<file path="src/rtl/pe_pkg.sv">
// Shared widths and signed data types for the systolic processing element.
package pe_pkg;

    localparam int unsigned DATA_W = 8;
    localparam int unsigned SUM_W  = 16;

    typedef logic signed [DATA_W-1:0] data_t;
    typedef logic signed [SUM_W-1:0]  sum_t;

endpackage

</file>
<file path="src/rtl/pe_mac.sv">
// Combinational signed multiply-add: y = a*b + c, wrapping modulo 2^SUM_W.
module pe_mac
    import pe_pkg::*;
(
    input  data_t a,
    input  data_t b,
    input  sum_t  c,
    output sum_t  y
);

    sum_t prod;

    // Both operands are sign-extended to the sum width, so the full 8x8 product fits exactly
    always_comb begin
        prod = sum_t'(a) * sum_t'(b);
        y    = prod + c;
    end

endmodule

</file>
<file path="src/rtl/pe.sv">
// Weight-stationary systolic PE: holds one weight, forwards data/active east,
// forwards weights and partial sums south. All outputs are registered.
module pe
    import pe_pkg::*;
(
    input  logic              clk,
    input  logic              rst_n,
    input  logic              active,
    input  logic [DATA_W-1:0] datain,
    input  logic [DATA_W-1:0] win,
    input  logic [SUM_W-1:0]  sumin,
    input  logic              wwrite,
    output logic [SUM_W-1:0]  maccout,
    output logic [DATA_W-1:0] dataout,
    output logic [DATA_W-1:0] wout,
    output logic              wwriteout,
    output logic              activeout
);

    data_t weight_q,  weight_d;
    sum_t  macc_q,    macc_d;
    data_t data_q,    data_d;
    logic  wwrite_q,  wwrite_d;
    logic  active_q,  active_d;
    sum_t  mac_y;

    // MAC always uses the weight held before this edge, even when a new weight is loading
    pe_mac u_mac (
        .a (data_t'(datain)),
        .b (weight_q),
        .c (sum_t'(sumin)),
        .y (mac_y)
    );

    // Next-state: weight loads on wwrite, partial sum updates only when active
    always_comb begin
        weight_d = wwrite ? data_t'(win) : weight_q;
        macc_d   = active ? mac_y : macc_q;
        data_d   = data_t'(datain);
        wwrite_d = wwrite;
        active_d = active;
    end

    // State registers with asynchronous active-low clear
    always_ff @(posedge clk or negedge rst_n) begin
        if (!rst_n) begin
            weight_q <= '0;
            macc_q   <= '0;
            data_q   <= '0;
            wwrite_q <= 1'b0;
            active_q <= 1'b0;
        end else begin
            weight_q <= weight_d;
            macc_q   <= macc_d;
            data_q   <= data_d;
            wwrite_q <= wwrite_d;
            active_q <= active_d;
        end
    end

    // Outputs come straight from registers
    always_comb begin
        maccout   = macc_q;
        dataout   = data_q;
        wout      = weight_q;
        wwriteout = wwrite_q;
        activeout = active_q;
    end

endmodule

</file>
<file path="config.mk">
export PLATFORM = sky130hd
export DESIGN_NAME = pe
export DESIGN_NICKNAME = d
export VERILOG_FILES = /design/src/rtl/pe_pkg.sv /design/src/rtl/pe_mac.sv /design/src/rtl/pe.sv
export SDC_FILE = /design/constraint.sdc
export NUM_CORES = 1
export LEC_CHECK = 0
export ABC_AREA = 1
export ABC_CLOCK_PERIOD_IN_PS = 5400
export BUFFER_PORTS_ARGS = -buffer_cell sky130_fd_sc_hd__buf_4
export CAP_MARGIN = 15
export CORE_MARGIN = 4
export CORE_UTILIZATION = 50
export DETAILED_ROUTE_END_ITERATION = 10
export GPL_TIMING_DRIVEN = 0
export PLACE_DENSITY_LB_ADDON = 0.3
export SYNTH_ARGS = -nofsm -noshare
export SYNTH_HDL_FRONTEND = slang
export SYNTH_SLANG_ARGS = --single-unit
</file>
<file path="constraint.sdc">
create_clock -name clk -period 5.4 [get_ports clk]
set_input_delay 0.81 -clock clk [delete_from_list [all_inputs] [get_ports clk]]
set_output_delay 0.81 -clock clk [all_outputs]
set_load 0.005 [all_outputs]
</file>
# Yosys cells after proc, flatten, opt, wreduce, memory -nomap -nowiden
# Cells that the tools add are included.
# W data, S select, Z words.
word_totals:
  ff_bits: 34
  inputBits: 36
  out_inout_bits: 34
  wordCells: 7
classes:
  n_addsub: 1
  n_mul: 1
ops:
  columns: ["operator", "n"]
  rows:
  - ["$add A16 B16 Y16", 1]
  - ["$mul A8 B8 Y16", 1]

# Logic depth before layout (Yosys ltp)
logic_depth:
  depth_word: 2
  mapped_depth: 23
  depth_no_buf: 22

# By module
# Synthesis repeated with hierarchy kept, for this count alone.
hier_totals:
  cells_unflattened: 523
  area_unflattened_um2: 4336.7
modules_own_cells:
  columns: ["module", "instances", "cells_each", "area_per_inst_um2"]
  rows:
  - ["pe_mac", 1, 411, 3143.0]
  - ["pe", 1, 112, 1193.6]

# Least setup slack after synthesis
# No wires, ideal clock.
synth_timing:
  kind: "input to register"
  start: "input datain[0]"
  end: "register macc_q[13] (netlist: maccout[13])"
  setup_ns: 0.117
  t_arrival_ns: 4.717
  t_required_ns: 5.283
  slack_ns: 0.565
  stages: 17
  cell_sequence: "clkbuf_1 > or2_2 > fa_1 > fa_1 > inv_1 > fa_1 > fa_1 > fa_1 > ha_1 > nand2_2 > nor2_2 > nand2_1 > nand2_2 > a21oi_2 > or2_1 > nand3_1 > nand2_1"
synth_between:
  elab_chain_len: 2
synth_lines:
  columns: ["element", "line", "rtl"]
  rows:
  - ["start: declaration", "pe.sv:9", "input logic [DATA_W-1:0] datain,"]
  - ["$mul A8 B8 Y16", "pe_mac.sv:15", "prod = sum_t'(a) * sum_t'(b);"]
  - ["$add A16 B16 Y16", "pe_mac.sv:16", "y = prod + c;"]
  - ["end signal: assignment", "pe.sv:54", "macc_q <= macc_d;"]
  - ["end: declaration", "pe.sv:21", "sum_t macc_q, macc_d;"]
# No other way between the ends.
# A chain may end at the register's enable or synchronous reset.

# Worst setup path after layout
layout_timing:
  start: "input datain[7]"
  end: "register macc_q[15] (netlist: maccout[15])"
# Same word-level chain as after synthesis.

==> impl_summary.md <==
Global route
The number of global-route vias before repair is 3,344. In the global route stage, overall resource usage came out at 0.1900. The number of antenna violations at the first check in global routing is 0. The global-route met3 utilization is 0.02571. The most used routing layer is met2.

For this run the aggregate overflow at the end of global routing stands at 0. In the global route stage, met2 resource usage came out at 0.3268. The maximum number of pins on one net before global-route repair is 35. The first global-routing pass estimated 15,320 um of wire. For this run, global-route usage on met1 was measured as 0.2522.

Clocking
Clock tree synthesis found a total of 34 sinks. The clock-pin transition on the worst setup and hold timing paths is 70 ps. The tree is rooted in a clkbuf_8. The number of setup buffers added after CTS is 0.

TritonCTS built the clock tree. The hold buffer count at CTS is 0. The later pin in the worst-skew pair is clocked with a latency of 290 ps. The number of H-tree branching levels is 2. The CTS buffer count is 5. The number of buffers between clock root and the deepest sink is 2.

Synth
In this run the cell area of the synthesized design comes to 4237 sq um. In this run, synthesis inferred 0 flip-flops with an integrated enable. The number of warning messages in the yosys log is 0. Among all cell types in the netlist, the one instantiated most often is nand2_1. The gate count after technology mapping is 486.

A synthesized cell averages 8.717 sq um. Counting every net in the synthesized netlist gives 630. The share of synthesized area in the top cell type comes to 0.3355.

Of the synthesized area, sequential elements account for 0.2008. The largest total area in the synthesized netlist belongs to fa_1. The flop and latch count out of synthesis is 34. Ranked by instance count, the synthesized netlist is headed by 121 x nand2_1, 119 x inv_1, 71 x fa_1. For this run, asynchronously set or reset flops after synthesis account for 1.000. The most used flip-flop cell after synthesis is dfrtp_1. Yosys attributes the largest share of cell area to fa_1 34%, dfrtp_1 20%, ha_1 11%, nand2_1 11%, inv_1 11%.

The count of distinct cell types in the synthesized netlist is 30.

Final layout
In the final layout, the share of cells above drive strength 1 is 0.1705. The number of antenna diodes in the final layout is 0. After the flow finishes, the layout carries non-filler instances totaling 668.

At the end of the flow, the number of nets in the layout was 706. The final design instance area without fill is 4981 sq um. The post-route core utilization is 0.6062. From synthesis to final layout, the design area changed by 17.57%.

Critical path
The worst setup path is captured at a flip-flop. The reg-to-reg startpoint is wout[2]$_DFFE_PN0P_. The critical path goes through buf_4, clkbuf_1, nand2_1, fa_1, inv_1, fa_1, inv_1, fa_1, inv_1, fa_1, ha_1, ha_1, nand2_1, nor2_1, o21ai_0, nand3_1, nand3_1, nand3_1, nand2_1.

The cell that appears most often on the critical path is fa_1. The critical path's largest stage delay is 760 ps. The top fanout value on the critical path is 8. The required time reported for the critical path endpoint is 5580 ps. The end of the worst register-to-register path is maccout[15]$_DFFE_PN0P_.

On the critical path, the stage with the largest delay is an instance of fa_1. The type of the worst setup path is input port to flip-flop. The worst register-to-register path has a setup slack of 510 ps. The worst setup path is launched from an input port. The number of cells on the worst reg-to-reg path is 18. For the worst setup path, the data arrival time is 5240 ps.

Run status
The flow ran to the end, and the final reports show no timing, DRC or antenna violations.

Power and ir drop
The overall power is 3.025 mW. VDD sags by at most 0.4241 mV. The cell leakage power is 2.864 nW.

The power per cell area is 607.3 nW/um^2.

Place
After detailed placement, the total cell area comes to 4886 sq um. Input and output buffers added on the ports amount to 69. The cell count after placement is 660. Once detailed placement completed, the half-perimeter wirelength came to 7467 um. The congestion estimate from routability-driven global placement came to 0.8283.

Route
The routed via count is 3,249. In this run, the number of DRC markers left after iteration 0 of detailed routing was 135. The sum of routed wire length over all layers is 8615 um. The count of nets left with antenna violations once routing finished came out at 0. Dividing the detail-routed wire length by the instance count gives 12.90 um.

The DRC violation count after routing is 0. The number of vias per cell after detailed routing is 4.864. The first-pass iteration count of the detailed router is 5.

STA
In the finished design, the share of the clock period the worst path needs comes to 0.9378. The time the worst path needs with I/O delays and setup is 5064 ps. Setup repair after global routing left no endpoint under its margin. Measured against its own limit, the worst slew margin works out to 0.6889. Setup violations remaining at the end of the flow were counted as 0.

The hold violation count in the final report is 0. Based on the critical path, the design can be clocked at up to 0.1975 GHz. Between clock sinks in the finished design, the worst skew comes to 3.955 ps. The worst hold slack is 462.8 ps.

At the pin with the least slew margin, the transition time is 466.7 ps. The max-slew violation total from the final report is 0.

Floorplan
The region available for standard cell placement spans 8217 sq um. The die area is 10,010 sq um. Measured along the x axis, the die boundary spans 100.1 um. For this configuration, the core starts out at a cell density of 0.5156. The floorplan has 33 rows.

During I/O placement, the number of pins put on the boundary was 70. The die is 100.1 um tall.

Min path
The type of the worst min-delay path is input port to asynchronous set/reset pin.

Flow run
Max-cap violations in this run came to 0.
logic make-up after synthesis:
kind of cell	Yosys count	share of synthesized area
fa+ha+maj	108	0.4448
buf+inv	140	0.1252
simple gates	164	0.1574
flops	34	0.2008
xor+xnor	9	0.01861
mux	7	0.01861
compound gates	24	0.03455
registers in the layout, summed over array words and instances, names as in the netlist:
signal / cells
activeout: 1
wout: 8
dataout: 8
maccout: 16
wwriteout: 1
cell type report:
type	instances	area [sq um]
buffer	19	76.32
clock buffer	7	86.33
clock inverter	1	5.005
fill	725	3236
inverter	121	457.9
multi-input combinational	312	2855
sequential	34	850.8
tap	105	131.4
timing repair buffer	69	518.0
layout by cell type, fill, tap and decap left out, types with 2 or more instances in the layout:
master,instances
nand2_1,121
o21ai_0,5
a31oi_1,5
ha_1,37
dfrtp_1,34
nand2_2,3
fa_1,71
xnor2_1,7
inv_2,2
nor2_1,17
buf_4,70
clkbuf_1,18
xor2_1,2
inv_1,118
o21ai_1,5
mux2_2,7
a21oi_1,5
or2_1,3
clkbuf_8,6
nand3_1,14
power breakdown:
group | switching (mW) | internal, mW | total, mW
Clock | 0.0956 | 0.103 | 0.199
Sequential | 0.0353 | 0.331 | 0.366
Combinational | 1.43 | 1.03 | 2.46
Total | 1.56 | 1.46 | 3.02
metal layers:
metal / up-vias / wire (um)
met4: 0 / 115
met2: 80 / 4557
met1: 1594 / 3476
met5: - / 0
met3: 11 / 465
li1: 1564 / -
worst max-delay path, delay by kind of cell:
family                   cells  cell delay, ps
adder cells (fa/ha/maj)      6            2920
AND/OR/NAND/NOR              7             800
buffers and inverters        5             580
AO/OA/AOI/OAI                1             120
repair_timing:
item | in CTS | in global routing
setup endpoints to repair | 0 | 3
endpoints found under the hold margin | 0 | 0
resized for setup | 0 | 1
how the worst max path moves through the flow:
stage / depth (start not counted) / slack, ps / end / start
final: 19 / 340 / maccout[15]$_DFFE_PN0P_ / datain[7]
after global routing: 19 / 50 / maccout[15]$_DFFE_PN0P_ / datain[7]
after CTS: 18 / 280 / maccout[13]$_DFFE_PN0P_ / datain[7]
after detailed placement: 18 / -10 / maccout[13]$_DFFE_PN0P_ / datain[7]
after global placement: 20 / 120 / maccout[15]$_DFFE_PN0P_ / datain[7]
after floorplan: 17 / 570 / maccout[13]$_DFFE_PN0P_ / datain[0]
per-stage QoR:
stage	setup TNS [ps]	setup slack, ps
floorplan	0	565.3
finish	0	335.8
detailed placement	-12.69	-12.69
global placement	0	121.6
global route	0	49.59
CTS	0	282.6
Power figures use the tool's default switching activity.
